==> src/rtl/cam_lookup_insert_ctrl_pkg.sv <==
// Shared types and constants for the CAM lookup/insert control slice.
//   cam_op_t      : request opcode (LOOKUP = 0, INSERT = 1)
//   cam_idx_t     : 3-bit CAM entry index
//   cam_key_t     : 8-bit CAM key
//   cam_state_t   : control FSM state (IDLE, SEARCH, WRITE, RESP)
//   CAM_NUM_ENTRIES : number of CAM entries (8)
package cam_ctrl_pkg;

    localparam int unsigned CAM_NUM_ENTRIES = 8;

    typedef enum logic {
        LOOKUP = 1'b0,
        INSERT = 1'b1
    } cam_op_t;

    typedef logic [2:0] cam_idx_t;
    typedef logic [7:0] cam_key_t;

    typedef enum logic [1:0] {
        IDLE,
        SEARCH,
        WRITE,
        RESP
    } cam_state_t;

endpackage

==> src/rtl/cam_lookup_insert_ctrl_if.sv <==
// Bundle of the request, response and CAM-side signals of
// cam_lookup_insert_ctrl.
//   slave  : the controller side (consumes requests, drives CAM ports)
//   master : the environment side (issues requests, models the CAM)
// When CAM_LOOKUP_INSERT_CTRL_FLUSH_EN is defined a 1-bit flush input to
// the controller is added.
interface cam_lookup_insert_ctrl_if;
    import cam_ctrl_pkg::*;

    logic     req_val;
    logic     req_rdy;
    logic     req_op;
    cam_key_t req_data;

    logic     resp_val;
    logic     resp_rdy;
    logic     resp_hit;
    cam_idx_t resp_idx;

    logic     cam_write_en;
    cam_idx_t cam_write_addr;
    cam_key_t cam_write_data;
    logic     cam_search_en;
    cam_key_t cam_search_data;
    logic [CAM_NUM_ENTRIES-1:0] cam_search_match;

`ifdef CAM_LOOKUP_INSERT_CTRL_FLUSH_EN
    logic     flush;

    modport slave (
        input  req_val, req_op, req_data, resp_rdy, cam_search_match, flush,
        output req_rdy, resp_val, resp_hit, resp_idx,
               cam_write_en, cam_write_addr, cam_write_data,
               cam_search_en, cam_search_data
    );

    modport master (
        output req_val, req_op, req_data, resp_rdy, cam_search_match, flush,
        input  req_rdy, resp_val, resp_hit, resp_idx,
               cam_write_en, cam_write_addr, cam_write_data,
               cam_search_en, cam_search_data
    );
`else
    modport slave (
        input  req_val, req_op, req_data, resp_rdy, cam_search_match,
        output req_rdy, resp_val, resp_hit, resp_idx,
               cam_write_en, cam_write_addr, cam_write_data,
               cam_search_en, cam_search_data
    );

    modport master (
        output req_val, req_op, req_data, resp_rdy, cam_search_match,
        input  req_rdy, resp_val, resp_hit, resp_idx,
               cam_write_en, cam_write_addr, cam_write_data,
               cam_search_en, cam_search_data
    );
`endif

endinterface

==> src/rtl/cam_lookup_insert_ctrl_prio_enc8.sv <==
// cam_prio_enc8: 8-bit lowest-set-bit priority encoder.
//   vec : input bit vector
//   idx : index of the lowest set bit of vec (0 when vec is zero)
//   any : 1 when any bit of vec is set
module cam_prio_enc8
    import cam_ctrl_pkg::*;
(
    input  logic [7:0] vec,
    output cam_idx_t   idx,
    output logic       any
);

    logic found;

    always_comb begin
        idx   = '0;
        found = 1'b0;
        for (int unsigned i = 0; i < 8; i++) begin
            if (vec[i] && !found) begin
                idx   = cam_idx_t'(i);
                found = 1'b1;
            end
        end
        any = found;
    end

endmodule

==> src/rtl/cam_lookup_insert_ctrl.sv <==
// cam_lookup_insert_ctrl: control stage in front of an 8 x 8-bit CAM.
// Accepts lookup/insert requests, drives the CAM search/write ports, masks
// the CAM match vector with per-entry valid bits, allocates entries (lowest
// free first, round-robin victim when full) and returns hit/index.
// Ports:
//   clk    : clock
//   reset  : synchronous active-high reset
//   bus    : cam_lookup_insert_ctrl_if.slave
//            req_val/req_rdy/req_op/req_data   request channel
//            resp_val/resp_rdy/resp_hit/resp_idx response channel
//            cam_write_en/addr/data, cam_search_en/data, cam_search_match
// Optional: define CAM_LOOKUP_INSERT_CTRL_FLUSH_EN to add bus.flush, which
// empties the table when sampled in IDLE (priority over req_val).
module cam_lookup_insert_ctrl
    import cam_ctrl_pkg::*;
#(
    parameter int unsigned p_num_entries = 8,
    parameter int unsigned p_data_nbits  = 8
) (
    input  logic                     clk,
    input  logic                     reset,
    cam_lookup_insert_ctrl_if.slave  bus
);

    cam_state_t                state_q;
    cam_state_t                state_d;
    cam_op_t                   op_r;
    logic [p_data_nbits-1:0]   key_r;
    logic [p_num_entries-1:0]  valid;
    cam_idx_t                  victim;
    cam_idx_t                  alloc_r;
    logic                      alloc_victim_r;
    logic                      hit_r;
    cam_idx_t                  idx_r;

    logic [7:0]                match_masked;
    cam_idx_t                  match_idx;
    logic                      match_any;
    cam_idx_t                  free_idx;
    logic                      free_any;
    cam_idx_t                  alloc;
    logic                      flush_req;

`ifdef CAM_LOOKUP_INSERT_CTRL_FLUSH_EN
    assign flush_req = bus.flush;
`else
    assign flush_req = 1'b0;
`endif

    // Stale CAM contents never hit: matches only count on valid entries.
    assign match_masked = bus.cam_search_match & valid;

    cam_prio_enc8 u_match_enc (
        .vec (match_masked),
        .idx (match_idx),
        .any (match_any)
    );

    cam_prio_enc8 u_free_enc (
        .vec (~valid),
        .idx (free_idx),
        .any (free_any)
    );

    assign alloc = free_any ? free_idx : victim;

    // State register
    always_ff @(posedge clk) begin
        if (reset) begin
            state_q <= IDLE;
        end else begin
            state_q <= state_d;
        end
    end

    // Next-state logic
    always_comb begin
        state_d = state_q;
        case (state_q)
            IDLE: begin
                if (!flush_req && bus.req_val) begin
                    state_d = SEARCH;
                end
            end
            SEARCH: begin
                if (op_r == INSERT && !match_any) begin
                    state_d = WRITE;
                end else begin
                    state_d = RESP;
                end
            end
            WRITE: begin
                state_d = RESP;
            end
            RESP: begin
                if (bus.resp_rdy) begin
                    state_d = IDLE;
                end
            end
            default: begin
                state_d = IDLE;
            end
        endcase
    end

    // Output logic
    always_comb begin
        bus.req_rdy         = (state_q == IDLE) && !flush_req;
        bus.resp_val        = (state_q == RESP);
        bus.resp_hit        = hit_r;
        bus.resp_idx        = idx_r;
        bus.cam_search_en   = (state_q == SEARCH);
        bus.cam_search_data = key_r;
        bus.cam_write_en    = (state_q == WRITE);
        bus.cam_write_addr  = alloc_r;
        bus.cam_write_data  = key_r;
    end

    // Request, table and response registers
    always_ff @(posedge clk) begin
        if (reset) begin
            op_r           <= LOOKUP;
            key_r          <= '0;
            valid          <= '0;
            victim         <= '0;
            alloc_r        <= '0;
            alloc_victim_r <= 1'b0;
            hit_r          <= 1'b0;
            idx_r          <= '0;
        end else begin
            case (state_q)
                IDLE: begin
                    if (flush_req) begin
                        valid  <= '0;
                        victim <= '0;
                    end else if (bus.req_val) begin
                        op_r  <= cam_op_t'(bus.req_op);
                        key_r <= bus.req_data;
                    end
                end
                SEARCH: begin
                    if (op_r == LOOKUP || match_any) begin
                        hit_r <= match_any;
                        idx_r <= match_idx;
                    end else begin
                        alloc_r        <= alloc;
                        alloc_victim_r <= !free_any;
                    end
                end
                WRITE: begin
                    valid[alloc_r] <= 1'b1;
                    if (alloc_victim_r) begin
                        victim <= victim + 3'd1;
                    end
                    hit_r <= 1'b0;
                    idx_r <= alloc_r;
                end
                default: begin
                end
            endcase
        end
    end

endmodule

==> src/flat_wrapper.sv <==
// flat-port wrapper written by rule: the top's interface ports become plain ports
module cam_lookup_insert_ctrl_flat import cam_ctrl_pkg::*;
#(
    parameter int unsigned p_num_entries = 8,
    parameter int unsigned p_data_nbits  = 8
)
  (clk, reset, bus_req_val, bus_req_op, bus_req_data, bus_resp_rdy, bus_cam_search_match, bus_req_rdy, bus_resp_val, bus_resp_hit, bus_resp_idx, bus_cam_write_en, bus_cam_write_addr, bus_cam_write_data, bus_cam_search_en, bus_cam_search_data);
  cam_lookup_insert_ctrl_if bus_i ();
  input  logic clk;
  input  logic reset;
  input wire logic [$bits(bus_i.req_val)-1:0] bus_req_val;
  input wire logic [$bits(bus_i.req_op)-1:0] bus_req_op;
  input wire logic [$bits(bus_i.req_data)-1:0] bus_req_data;
  input wire logic [$bits(bus_i.resp_rdy)-1:0] bus_resp_rdy;
  input wire logic [$bits(bus_i.cam_search_match)-1:0] bus_cam_search_match;
  output wire logic [$bits(bus_i.req_rdy)-1:0] bus_req_rdy;
  output wire logic [$bits(bus_i.resp_val)-1:0] bus_resp_val;
  output wire logic [$bits(bus_i.resp_hit)-1:0] bus_resp_hit;
  output wire logic [$bits(bus_i.resp_idx)-1:0] bus_resp_idx;
  output wire logic [$bits(bus_i.cam_write_en)-1:0] bus_cam_write_en;
  output wire logic [$bits(bus_i.cam_write_addr)-1:0] bus_cam_write_addr;
  output wire logic [$bits(bus_i.cam_write_data)-1:0] bus_cam_write_data;
  output wire logic [$bits(bus_i.cam_search_en)-1:0] bus_cam_search_en;
  output wire logic [$bits(bus_i.cam_search_data)-1:0] bus_cam_search_data;
  assign bus_i.req_val = bus_req_val;
  assign bus_i.req_op = bus_req_op;
  assign bus_i.req_data = bus_req_data;
  assign bus_i.resp_rdy = bus_resp_rdy;
  assign bus_i.cam_search_match = bus_cam_search_match;
  assign bus_req_rdy = bus_i.req_rdy;
  assign bus_resp_val = bus_i.resp_val;
  assign bus_resp_hit = bus_i.resp_hit;
  assign bus_resp_idx = bus_i.resp_idx;
  assign bus_cam_write_en = bus_i.cam_write_en;
  assign bus_cam_write_addr = bus_i.cam_write_addr;
  assign bus_cam_write_data = bus_i.cam_write_data;
  assign bus_cam_search_en = bus_i.cam_search_en;
  assign bus_cam_search_data = bus_i.cam_search_data;
  cam_lookup_insert_ctrl #(.p_num_entries(p_num_entries), .p_data_nbits(p_data_nbits)) u_core (.clk(clk), .reset(reset), .bus(bus_i));
endmodule
==> config.mk <==
export PLATFORM = sky130hd
export DESIGN_NAME = cam_lookup_insert_ctrl_flat
export DESIGN_NICKNAME = d
export VERILOG_FILES = /design/src/rtl/cam_lookup_insert_ctrl_pkg.sv /design/src/rtl/cam_lookup_insert_ctrl_if.sv /design/src/rtl/cam_lookup_insert_ctrl_prio_enc8.sv /design/src/rtl/cam_lookup_insert_ctrl.sv /design/src/flat_wrapper.sv
export SDC_FILE = /design/constraint.sdc
export NUM_CORES = 1
export LEC_CHECK = 0
export CORE_MARGIN = 8
export CORE_UTILIZATION = 46
export CTS_CLUSTER_DIAMETER = 40
export DETAILED_ROUTE_END_ITERATION = 6
export PLACE_DENSITY = 0.8
export SLEW_MARGIN = 20
export SYNTH_ARGS = -nofsm -noshare
export SYNTH_HDL_FRONTEND = slang
export SYNTH_HIERARCHICAL = 1
export SYNTH_SLANG_ARGS = --single-unit
==> constraint.sdc <==
create_clock -name clk -period 1.96 [get_ports clk]
set_input_delay 0.294 -clock clk [delete_from_list [all_inputs] [get_ports clk]]
set_output_delay 0.294 -clock clk [all_outputs]
set_load 0.01 [all_outputs]
==> flow_summary_export.csv <==
group,metric,value,unit
pwr,share_seq_of_total_power,37.4,%
cts,numCtsBuffers,5,
cts,clock-sinks,30,
cells_and_area,syn2layout_area_growth,42.0,%
pwr,p_switching,746,uW
timing,fin_skew,0.0105,ns
critical_path,slowest_stage,"clkdlybuf4s50_1",
critical_path,cp-start-kind,"flip-flop",
critical_path,reg2reg_depth,6,
pwr,vdd_drop_max,0.521,mV
route,ant_nets,0,
placed_design,portBuffers,47,
timing,min_period,1.86,ns
floorplan,die_h,74.1,um
synthesis,synth_area,1550,um^2
pwr,p_comb_share,44.0,%
grt,grt.total_usage,15.4,%
hold_path,hold_path.class,"reg2reg",
cts,post_cts_buffers,0,
pwr,power_frac_clock,18.6,%
route,routed_via_density,5.12,
synthesis,avgSynthCellArea,8.07,um^2
synthesis,synth_common_cells,"dfxtp_1 (30), a21oi_1 (23), nor2_1 (20)",
synthesis,yosys.cell_count.top_type,"dfxtp_1",
pwr,leakage,0.000846,uW
placed_design,dp_hpwl,3050,um
critical_path,cp-end-kind,"primary output",
cells_and_area,layout.nets,275,
timing,fmax,0.536,GHz
cts,h-tree-depth,2,
grt,antenna_found_initial,0,
synthesis,synth.area.top_cells,"dfxtp_1 (39%), a21oi_1 (7.4%), nor2_1 (4.8%)",
cts,cts_tree,"done",
pwr,power_density,933,nW/um^2
grt,grt_pass1_wl,6570,um
timing,period_share,95.1,%
floorplan,start_util,47.2,%
timing,finalHoldViolations,0,
synthesis,ys_warn_count,6,
synthesis,synth_cell_types,31,
synthesis,syn_inst,192,
floorplan,rows,21,
route,first_pass_iters,4,
cts,cts_max_path_buffers,2,
route,vias,1516,
route,drc,0,
outcome,status,"complete, no violations",
critical_path,rrSetupSlack,0.15,ns
cts,cts_root_buffer,"clkbuf_4",
timing,slew_headroom,74.2,%
critical_path,critPathKind,"reg2out",
cells_and_area,final_cells,296,
timing,setup_viol,0,
synthesis,synth-seq-area-share,38.7,%
route,routed_wl,3990,um
pwr,internal_power,1310,uW
synthesis,synthFlopType,"dfxtp_1",
critical_path,startpoint,"u_core/state_q[1]$_SDFFE_PP0P_",
synthesis,ys_ff_latch,30,
cts,clk_pin_slew_worst_paths,0.10,ns
critical_path,max_stage_delay,0.54,ns
job,maxCapViolCount,0,
cts,clock_latency,0.33,ns
route,drt_iter0_drc,87,
timing,hold_slack,0.477,ns
grt,grt_start_max_net_pins,31,
floorplan,fp.coreArea,3280,um^2
critical_path,r2r_start,"u_core/valid[4]$_SDFFE_PP0P_",
synthesis,async_reset_ff_share,0,%
floorplan,die-area,5480,um^2
timing,drv_slew,0,
synthesis,yosysTopAreaCell,"dfxtp_1",
placed_design,place.gp.congestion,0.807,
grt,grt_overflow,0,
pwr,power.total,2050,uW
synthesis,synth_nets,218,
critical_path,arrival,1.57,ns
critical_path,crit_required,1.67,ns
critical_path,r2r-end,"u_core/state_q[0]$_SDFFE_PP0P_",
cells_and_area,n_antenna_cell,0,
timing,rsz0062_at_grt,"no",
cells_and_area,drive_gt1_share,12.8,%
route,wl_per_cell,13.5,um
timing,worst_pin_slew,0.378,ns
pwr,switching_share,36.3,%
critical_path,critPathMaxFanout,5,
synthesis,synth-edff-count,0,
floorplan,chipWidth,74.1,um
floorplan,io_pins,48,
grt,grt_pass1_vias,1428,
critical_path,crit_chain,"inv_1 > ha_4 > clkdlybuf4s50_1",
synthesis,synth.top_cell.area_share,38.7,%
placed_design,dp.cells,288,
critical_path,cp-endpoint,"bus_cam_search_en",
[final cells by class]
| type | count | area, um^2 |
|---|---|---|
| fillers | 271 | 1080 |
| flip-flops and latches | 30 | 603 |
| clock inverters | 1 | 5.00 |
| multi-input cells | 133 | 820 |
| clock buffers | 7 | 55.1 |
| inverters | 14 | 52.6 |
| well taps | 46 | 57.6 |
| repair buffers | 65 | 608 |
[timing repair]
item                       CTS  global route
hold buffers                 0             0
setup endpoints to repair    2             3
gates resized for setup      1             7
[how the worst min path moves through the flow]
stage | start | slack, ns | cells past startpoint | endpoint
after floorplan | bus_req_op | 0.44 | 2 | u_core/op_r$_SDFFE_PP0P_
after global placement | u_core/bus.resp_idx[1]$_SDFFE_PP0P_ | 0.46 | 2 | u_core/bus.resp_idx[1]$_SDFFE_PP0P_
after detailed placement | u_core/bus.cam_search_data[5]$_SDFFE_PP0P_ | 0.46 | 2 | u_core/bus.cam_search_data[5]$_SDFFE_PP0P_
after CTS | u_core/bus.cam_search_data[5]$_SDFFE_PP0P_ | 0.48 | 2 | u_core/bus.cam_search_data[5]$_SDFFE_PP0P_
after global routing | u_core/bus.resp_idx[2]$_SDFFE_PP0P_ | 0.50 | 2 | u_core/bus.resp_idx[2]$_SDFFE_PP0P_
final | u_core/bus.cam_search_data[5]$_SDFFE_PP0P_ | 0.48 | 2 | u_core/bus.cam_search_data[5]$_SDFFE_PP0P_
[routing by layer]
metal	vias to the layer above	track usage [%]	wire length [um]
met5	-	0	0
met4	0	5.32	49
met3	5	5.66	319
met2	42	24.4	1940
met1	695	18.5	1690
li1	774	-	-
[metrics by stage]
| step | cell area [um^2] | setup WS, ns | setup TNS [ns] | util [%] |
|---|---|---|---|---|
| 2_1_floorplan | 1550 | 0.341 | 0 | - |
| 3_3_place_gp | 2110 | -0.161 | -1.05 | 64.3 |
| 3_5_place_dp | 2110 | -0.199 | -1.19 | 64.3 |
| 4_1_cts | 2170 | -0.0358 | -0.0553 | 66.2 |
| 5_1_grt | 2200 | 0.0252 | 0 | 67.0 |
| 6_report | 2200 | 0.0954 | 0 | 67.0 |
[critical path: cells and delay by family, from the launching register on]
kind,cells,cell delay (ns)
adders and majority gates,1,0.19
buffers and inverters,2,0.68
DFF,1,0.37
[cell families (layout without fill, tap and decap cells)]
group	count (synthesis)	count (layout)	share of synthesized area (%)
flip-flops	30	30	38.7
AND/OR/NAND/NOR	76	76	25.3
buffers and inverters	29	87	10.0
multiplexers	7	7	4.52
XOR/XNOR	2	2	1.13
AO/OA/AOI/OAI	43	43	16.3
adder cells (fa/ha/maj)	5	5	4.04
[cell usage in the layout (no fill, tap or decap)]
cell type        count
clkdlybuf4s50_1     46
dfxtp_1             28
a21oi_1             23
nor2_1              20
buf_4               18
nand2_1             14
inv_1               13
nand3_1             12
and2_1               8
mux2i_1              7
a211oi_1             6
nor2b_1              6
clkbuf_4             5
o21ai_0              5
a31oi_1              4
or3_1                3
nand2b_1             3
nor4_1               3
ha_1                 3
xor2_1               2
ha_4                 2
dfxtp_2              2
nor3b_1              2
o41ai_1              2
nor4_2               2
clkbuf_1             1
clkinv_2             1
clkbuf_8             1
dlymetal6s2s_1       1
inv_2                1
nand4_1              1
and3b_1              1
a2bb2oi_1            1
a2111oi_0            1
nor3_1               1
a21o_1               1
[state kept, by name, summed over array words and instances (netlist names)]
register,cells
u_core/alloc_victim_r,1
u_core/op_r,1
u_core/state_q,2
u_core/bus.resp_hit,1
u_core/bus.cam_search_data,8
u_core/victim,3
u_core/bus.cam_write_addr,3
u_core/bus.resp_idx,3
u_core/valid,8
[power by group through the flow]
stage          registers [uW]  logic [uW]  clock network [uW]
2_1_floorplan             772         487                   0
3_3_place_gp              757         849                   0
3_5_place_dp              764         868                   0
4_1_cts                   750         876                 399
5_1_grt                   781        1000                 422
6_report                  768         905                 381
No activity file was read; power rests on OpenSTA's default activity.
